`config.mk`:
```
export PLATFORM = sky130hd
export DESIGN_NAME = fc_layer5
export DESIGN_NICKNAME = d
export VERILOG_FILES = /design/src/rtl/lenet_pkg.sv /design/src/rtl/fc_mac.sv /design/src/rtl/fc_layer5.sv
export SDC_FILE = /design/constraint.sdc
export NUM_CORES = 1
export LEC_CHECK = 0
export ABC_AREA = 1
export CORE_ASPECT_RATIO = 0.75
export CORE_MARGIN = 2
export CORE_UTILIZATION = 35
export DETAILED_ROUTE_END_ITERATION = 12
export HOLD_SLACK_MARGIN = 0.15
export SETUP_SLACK_MARGIN = 0.1
export SKIP_LAST_GASP = 1
export SYNTH_ARGS = -nofsm -noshare
export SYNTH_HDL_FRONTEND = slang
export SYNTH_SLANG_ARGS = --single-unit
```
`constraint.sdc`:
```
create_clock -name clk -period 4.44 [get_ports clk]
set_input_delay 0.888 -clock clk [delete_from_list [all_inputs] [get_ports clk]]
set_output_delay 0.888 -clock clk [all_outputs]
set_load 0.02 [all_outputs]
```
`src/rtl/lenet_pkg.sv`:
```
// Shared definitions for the LeNet-5 fixed-point datapath.
// Word format, layer sizes and the fully-connected stage state encoding.
package lenet_pkg;

    localparam int DATA_WIDTH = 16;
    localparam int FRAC_BITS  = 8;

    localparam int C5_IN  = 400;
    localparam int C5_OUT = 120;

    // Largest positive word; ReLU output saturates here.
    localparam logic [DATA_WIDTH-1:0] MAX_POS = {1'b0, {(DATA_WIDTH-1){1'b1}}};

    typedef enum logic [2:0] {
        IDLE,
        ISSUE,
        DRAIN,
        WRITE,
        DONE
    } fc_state_t;

endpackage

```
`src/rtl/fc_mac.sv`:
```
// Signed multiply register followed by an accumulator; a first beat reloads
// the accumulator with the scaled bias so no separate clear cycle is needed.
module fc_mac #(
    parameter int DATA_WIDTH = lenet_pkg::DATA_WIDTH,
    parameter int FRAC_BITS  = lenet_pkg::FRAC_BITS,
    parameter int ACC_WIDTH  = 40
) (
    input  logic                         clk,
    input  logic                         rst_n,
    input  logic                         in_vld,
    input  logic                         in_first,
    input  logic                         in_last,
    input  logic signed [DATA_WIDTH-1:0] a,
    input  logic signed [DATA_WIDTH-1:0] b,
    input  logic signed [DATA_WIDTH-1:0] bias,
    output logic signed [ACC_WIDTH-1:0]  acc,
    output logic                         last_acc
);

    localparam int PW = 2 * DATA_WIDTH;

    logic signed [PW-1:0]        prod;
    logic                        prod_vld;
    logic                        prod_first;
    logic                        prod_last;
    logic signed [ACC_WIDTH-1:0] prod_ext;
    logic signed [ACC_WIDTH-1:0] bias_ext;

    // Size casts of signed operands sign-extend.
    assign prod_ext = ACC_WIDTH'(prod);
    assign bias_ext = ACC_WIDTH'(bias) <<< FRAC_BITS;

    // NOTE: the datapath registers are reset too, so an aborted run leaves no
    // stale product or partial sum for the next start to pick up.
    always_ff @(posedge clk or negedge rst_n) begin
        if (!rst_n) begin
            prod       <= '0;
            prod_vld   <= 1'b0;
            prod_first <= 1'b0;
            prod_last  <= 1'b0;
            acc        <= '0;
        end else begin
            prod_vld   <= in_vld;
            prod_first <= in_vld & in_first;
            prod_last  <= in_vld & in_last;
            if (in_vld) begin
                prod <= PW'(a) * PW'(b);
            end
            if (prod_vld) begin
                acc <= prod_first ? (bias_ext + prod_ext) : (acc + prod_ext);
            end
        end
    end

    // High in the cycle the final product of a neuron is being added.
    assign last_acc = prod_vld & prod_last;

endmodule

```
`src/rtl/fc_layer5.sv`:
```
// C5 fully-connected stage: streams pooled features against the weight ROM,
// adds the neuron bias, applies ReLU with saturation and writes one word per neuron.
module fc_layer5 #(
    parameter int DATA_WIDTH = lenet_pkg::DATA_WIDTH,
    parameter int FRAC_BITS  = lenet_pkg::FRAC_BITS,
    parameter int IN_LEN     = lenet_pkg::C5_IN,
    parameter int OUT_LEN    = lenet_pkg::C5_OUT,
    parameter int ACC_WIDTH  = 40,
    parameter int RD_LAT     = 2
) (
    input  logic                  clk,
    input  logic                  rst_n,
    input  logic                  start,
    output logic [8:0]            feat_addr,
    input  logic [DATA_WIDTH-1:0] feat_dout,
    output logic [15:0]           w_addr,
    input  logic [DATA_WIDTH-1:0] w_dout,
    output logic [6:0]            b_addr,
    input  logic [DATA_WIDTH-1:0] b_dout,
    output logic                  out_we,
    output logic [6:0]            out_addr,
    output logic [DATA_WIDTH-1:0] out_din,
    output logic                  busy,
    output logic                  done
);

    import lenet_pkg::fc_state_t;
    import lenet_pkg::IDLE;
    import lenet_pkg::ISSUE;
    import lenet_pkg::DRAIN;
    import lenet_pkg::WRITE;
    import lenet_pkg::DONE;
    import lenet_pkg::MAX_POS;

    localparam logic [8:0] I_LAST = 9'(IN_LEN - 1);
    localparam logic [6:0] N_LAST = 7'(OUT_LEN - 1);

    fc_state_t state_q;
    fc_state_t state_d;

    logic [8:0]  i_q;
    logic [6:0]  n_q;
    logic [15:0] w_q;
    logic        issue;

    logic [RD_LAT-1:0] vld_sr;
    logic [RD_LAT-1:0] first_sr;
    logic [RD_LAT-1:0] last_sr;

    logic signed [ACC_WIDTH-1:0] acc;
    logic signed [ACC_WIDTH-1:0] r;
    logic                        last_acc;
    logic [DATA_WIDTH-1:0]       sat;

    // NOTE: state and counters use non-blocking assignments so every register
    // samples the pre-edge values regardless of statement order.
    always_ff @(posedge clk or negedge rst_n) begin
        if (!rst_n) begin
            state_q <= IDLE;
        end else begin
            state_q <= state_d;
        end
    end

    // NOTE: every output of this block is given a default first, so no path
    // leaves a signal unassigned and no latch is inferred.
    always_comb begin
        state_d   = state_q;
        issue     = 1'b0;
        busy      = 1'b0;
        done      = 1'b0;
        out_we    = 1'b0;
        feat_addr = '0;
        w_addr    = '0;
        b_addr    = '0;
        out_addr  = '0;
        out_din   = '0;
        unique case (state_q)
            IDLE: begin
                if (start) state_d = ISSUE;
            end
            ISSUE: begin
                busy      = 1'b1;
                issue     = 1'b1;
                feat_addr = i_q;
                w_addr    = w_q;
                b_addr    = n_q;
                if (i_q == I_LAST) state_d = DRAIN;
            end
            DRAIN: begin
                busy   = 1'b1;
                b_addr = n_q;
                if (last_acc) state_d = WRITE;
            end
            WRITE: begin
                busy     = 1'b1;
                out_we   = 1'b1;
                out_addr = n_q;
                out_din  = sat;
                state_d  = (n_q == N_LAST) ? DONE : ISSUE;
            end
            DONE: begin
                done    = 1'b1;
                state_d = IDLE;
            end
            default: state_d = IDLE;
        endcase
    end

    // w_q runs continuously across neurons, so it always equals n*IN_LEN + i.
    always_ff @(posedge clk or negedge rst_n) begin
        if (!rst_n) begin
            i_q <= '0;
            n_q <= '0;
            w_q <= '0;
        end else begin
            case (state_q)
                IDLE: begin
                    if (start) begin
                        i_q <= '0;
                        n_q <= '0;
                        w_q <= '0;
                    end
                end
                ISSUE: begin
                    i_q <= (i_q == I_LAST) ? 9'd0 : i_q + 9'd1;
                    w_q <= w_q + 16'd1;
                end
                WRITE: begin
                    i_q <= '0;
                    if (n_q != N_LAST) n_q <= n_q + 7'd1;
                end
                default: ;
            endcase
        end
    end

    // Tags travel alongside the read so the MAC sees them with the data.
    always_ff @(posedge clk or negedge rst_n) begin
        if (!rst_n) begin
            vld_sr   <= '0;
            first_sr <= '0;
            last_sr  <= '0;
        end else begin
            vld_sr[0]   <= issue;
            first_sr[0] <= issue & (i_q == 9'd0);
            last_sr[0]  <= issue & (i_q == I_LAST);
            for (int k = 1; k < RD_LAT; k++) begin
                vld_sr[k]   <= vld_sr[k-1];
                first_sr[k] <= first_sr[k-1];
                last_sr[k]  <= last_sr[k-1];
            end
        end
    end

    fc_mac #(
        .DATA_WIDTH(DATA_WIDTH),
        .FRAC_BITS (FRAC_BITS),
        .ACC_WIDTH (ACC_WIDTH)
    ) u_mac (
        .clk     (clk),
        .rst_n   (rst_n),
        .in_vld  (vld_sr[RD_LAT-1]),
        .in_first(first_sr[RD_LAT-1]),
        .in_last (last_sr[RD_LAT-1]),
        .a       (feat_dout),
        .b       (w_dout),
        .bias    (b_dout),
        .acc     (acc),
        .last_acc(last_acc)
    );

    // Floor to the word grid, then clamp to [0, MAX_POS].
    assign r = acc >>> FRAC_BITS;

    always_comb begin
        sat = r[DATA_WIDTH-1:0];
        if (r[ACC_WIDTH-1]) begin
            sat = '0;
        end else if (|r[ACC_WIDTH-2:DATA_WIDTH-1]) begin
            sat = MAX_POS;
        end
    end

endmodule

```
==> results.md <==
- CTS clock-pin slew for the worst setup and hold paths: 0.07 ns
- Final period utilization: 1.27
- GPL Wtd Cong: 0.965
- Final wirelength: 67.9 mm
- Port Buffers: 107
- Pre-Repair DR Iteration Count: 5
- Async SR Flop Fraction: 1.00
- Num CTS Buffers: 17
- Remaining antenna violation count: 0
- CP max FO: 5
- DRC Markers: 0
- Register bit count reported by yosys: 116
- Endpoints failing hold: 0
- H-tree depth: 4
- Vias per Instance: 4.81
- Hold Path Class: reg -> reg
- DP HPWL: 52.6 mm
- TritonCTS Sinks: 116
- Synthesis-to-finish area growth: 34.8%
- Setup ws final: -1.18 ns
- Seq/Total Area, Yosys: 0.139
- Layout cells sized above 1: 0.231
- Fmax: 178 MHz
- RSZ-0062 raised after global routing: true
- Yosys cell types: 52
- Number of synthesized flops with an enable pin: 0
- Syn nets: 3545
- Ys flop type: dfrtp_1
- # Max-Cap Violations: 0
- Minimum clock period: 5.62 ns
- Crit start category: input port
- Outcome: finished, violations left
- Required @ worst endpoint: 4.80 ns
- Fillcell total: 5842
- Boundary Pins: 109
- Avg WL per Cell: 16.0 um
- Synthesized area per cell: 6.78 sq um
- GRT Total Usage: 0.226
- Die Width: 286 um
- N_diodes: 0
- Gr ovfl total: 0
- Failing checks: setup timing
- Post-Syn Instances: 3081
- Latest clock arrival within the worst-skew pair: 0.45 ns
- Core area: 0.0590 sq mm
- NumNets Final: 3901
- Synth Warn #: 0
- CTS tree: built
- Final setup fails: 24
- Clk_skew: 0.0124 ns
- Clk buf depth: 2
- Die ar.: 0.0617 sq mm
- Max-slew headroom: 0.381
- Syn Std Cell Area: 0.0209 sq mm
- Hold Buf Count CTS: 0
- Initial antenna violation count: 0
- Arr. time, crit path: 5.98 ns
- Number of global-route vias before repair: 20.2k
- Vias: 20.4k
- Initial core utilization: 0.354
- Final slew viol count: 0
- Worst-Margin Slew: 0.923 ns
- Largest net degree at the start of global routing: 66
- Final core utilization: 0.477
- Critical path type: in -> reg
- Initial drt markers: 1765
- Std-Cell Rows: 77
- Clock tree root buffer cell: clkbuf_16
- Die height: 216 um
- Setup crit end kind: flip-flop
- Global-route wire length before repair: 110 mm
-- sequential cells by signal, summed over array words and instances (netlist names), 2 cells and up --
register / flops
vld_sr: 2
u_mac.acc: 40
n_q: 7
i_q: 9
w_q: 16
first_sr: 2
last_sr: 2
u_mac.prod: 32
state_q: 3
-- kinds of logic (layout without fill, tap and decap cells) --
family,Yosys count,after routing,synth area share
buffers and inverters,832,1201,0.151
xor gates and xnor gates,32,32,0.0134
adders and majority gates,413,413,0.342
DFF,116,116,0.139
AOI/OAI and AO/OA,270,270,0.0713
and+or+nand+nor,1416,1416,0.282
other,1,1,0.000180
muxes,1,1,0.000479
-- layout make-up --
class / instances / area (sq um) / area share
clock buffer: 18 / 439 / 0.0156
timing repair buffer: 424 / 4450 / 0.158
tap: 790 / 988 / 0.0351
clock inverter: 14 / 165 / 0.00587
sequential: 116 / 2900 / 0.103
inverter: 745 / 2810 / 0.0998
multi-input combinational: 2133 / 16400 / 0.582
-- cell usage in the layout, fill, tap and decap left out, drive strengths merged, types with 11 or more instances in the layout --
cell type      synthesis  layout
nand2                926     926
inv                  743     750
buf                   10     345
fa                   264     264
nor2                 256     256
ha                   149     149
nand3                134     134
a21oi                124     124
dfrtp                116     116
o21ai                 90      90
clkdlybuf4s50          0      75
nand4                 35      35
nor3                  27      27
clkbuf                77      19
xor2                  18      18
a31oi                 15      15
xnor2                 14      14
or2                   12      12
o21bai                11      11
-- path summary, 6_finish.rpt --
| path | slack (ns) | endpoint | startpoint | depth (start not counted) |
|---|---|---|---|---|
| setup / recovery | -1.18 | u_mac.prod[24]$_DFFE_PN0P_ | w_dout[4] | 25 |
| hold / removal | 0.35 | vld_sr[1]$_DFF_PN0_ | vld_sr[0]$_DFF_PN0_ | 0 |
| setup reg to reg | 1.59 | u_mac.acc[33]$_DFFE_PN0P_ | u_mac.prod[8]$_DFFE_PN0P_ | 15 |
| hold reg to reg | 0.35 | vld_sr[1]$_DFF_PN0_ | vld_sr[0]$_DFF_PN0_ | 0 |
| max in group asynchronous | 3.11 | u_mac.acc[28]$_DFFE_PN0P_ | rst_n | 2 |
| min in group asynchronous | 0.54 | u_mac.acc[7]$_DFFE_PN0P_ | rst_n | 1 |
-- layer usage --
metal  vias up  track usage  part of all wire
met5         -            0                 0
met4         0       0.0344             0.011
met3        48       0.0467             0.079
met2       585        0.332              0.42
met1      9815        0.345              0.49
li1       9954            -                 -
-- critical path, stage by stage --
cell     delay (ns)
buf_12         0.11
buf_12         0.13
nand2_2        0.06
inv_2          0.05
fa_1           0.56
inv_1          0.07
fa_1           0.50
fa_2           0.56
inv_2          0.04
fa_1           0.49
fa_1           0.53
inv_1          0.05
fa_1           0.49
inv_2          0.05
ha_4           0.28
buf_6          0.10
nand2_4        0.06
nor2_2         0.11
inv_2          0.07
buf_6          0.12
nor2_4         0.12
nand4_1        0.21
nand3_1        0.12
nand2_1        0.07
a31oi_1        0.13
-- metrics by stage --
| stage | setup TNS [ns] | worst slack [ns] | hold slack (ns) | area, sq um | cells |
|---|---|---|---|---|---|
| 5_1_grt | -27.66 | -1.38 | 0.358 | 28100 | 4240 |
| 3_5_place_dp | -46.41 | -2.23 | 0.338 | 25100 | 4090 |
| 2_1_floorplan | -22.98 | -1.22 | 0.331 | 22000 | 3081 |
| 4_1_cts | -24.46 | -1.23 | 0.353 | 27500 | 4220 |
| 6_report | -23.44 | -1.18 | 0.350 | 28100 | 4240 |
| 3_3_place_gp | -45.90 | -2.22 | 0.334 | 25100 | 4090 |
-- cells in the mapped netlist (all sizes together), types with 2 or more instances --
| library cell | number | area (sq um) |
|---|---|---|
| a211oi | 3 | 22.5 |
| a21o | 3 | 22.5 |
| a21oi | 124 | 636 |
| a31oi | 15 | 93.8 |
| and2 | 3 | 18.8 |
| buf | 10 | 61.3 |
| clkbuf | 77 | 304 |
| clkinv | 2 | 7.51 |
| dfrtp | 116 | 2900 |
| fa | 264 | 5290 |
| ha | 149 | 1860 |
| inv | 743 | 2790 |
| nand2 | 926 | 3530 |
| nand3 | 134 | 691 |
| nand3b | 10 | 75.1 |
| nand4 | 35 | 219 |
| nor2 | 256 | 1000 |
| nor3 | 27 | 165 |
| nor3b | 2 | 20.0 |
| nor4 | 10 | 87.6 |
| o211ai | 4 | 35.0 |
| o21a | 5 | 37.5 |
| o21ai | 90 | 450 |
| o21bai | 11 | 82.6 |
| o22ai | 9 | 56.3 |
| o32ai | 4 | 35.0 |
| or2 | 12 | 75.1 |
| xnor2 | 14 | 123 |
| xor2 | 18 | 158 |
-- what timing repair did --
action | in CTS | in global routing
buffers inserted | 87 | 27
gates resized for setup | 402 | 165
gates cloned | 13 | 0
endpoints found under the setup margin | 26 | 26
endpoints found under the hold margin | 0 | 0
pin swaps | 191 | 172
Power is not shown: default switching activity piles up to over one toggle a cycle in this logic, so the estimate is an artifact.
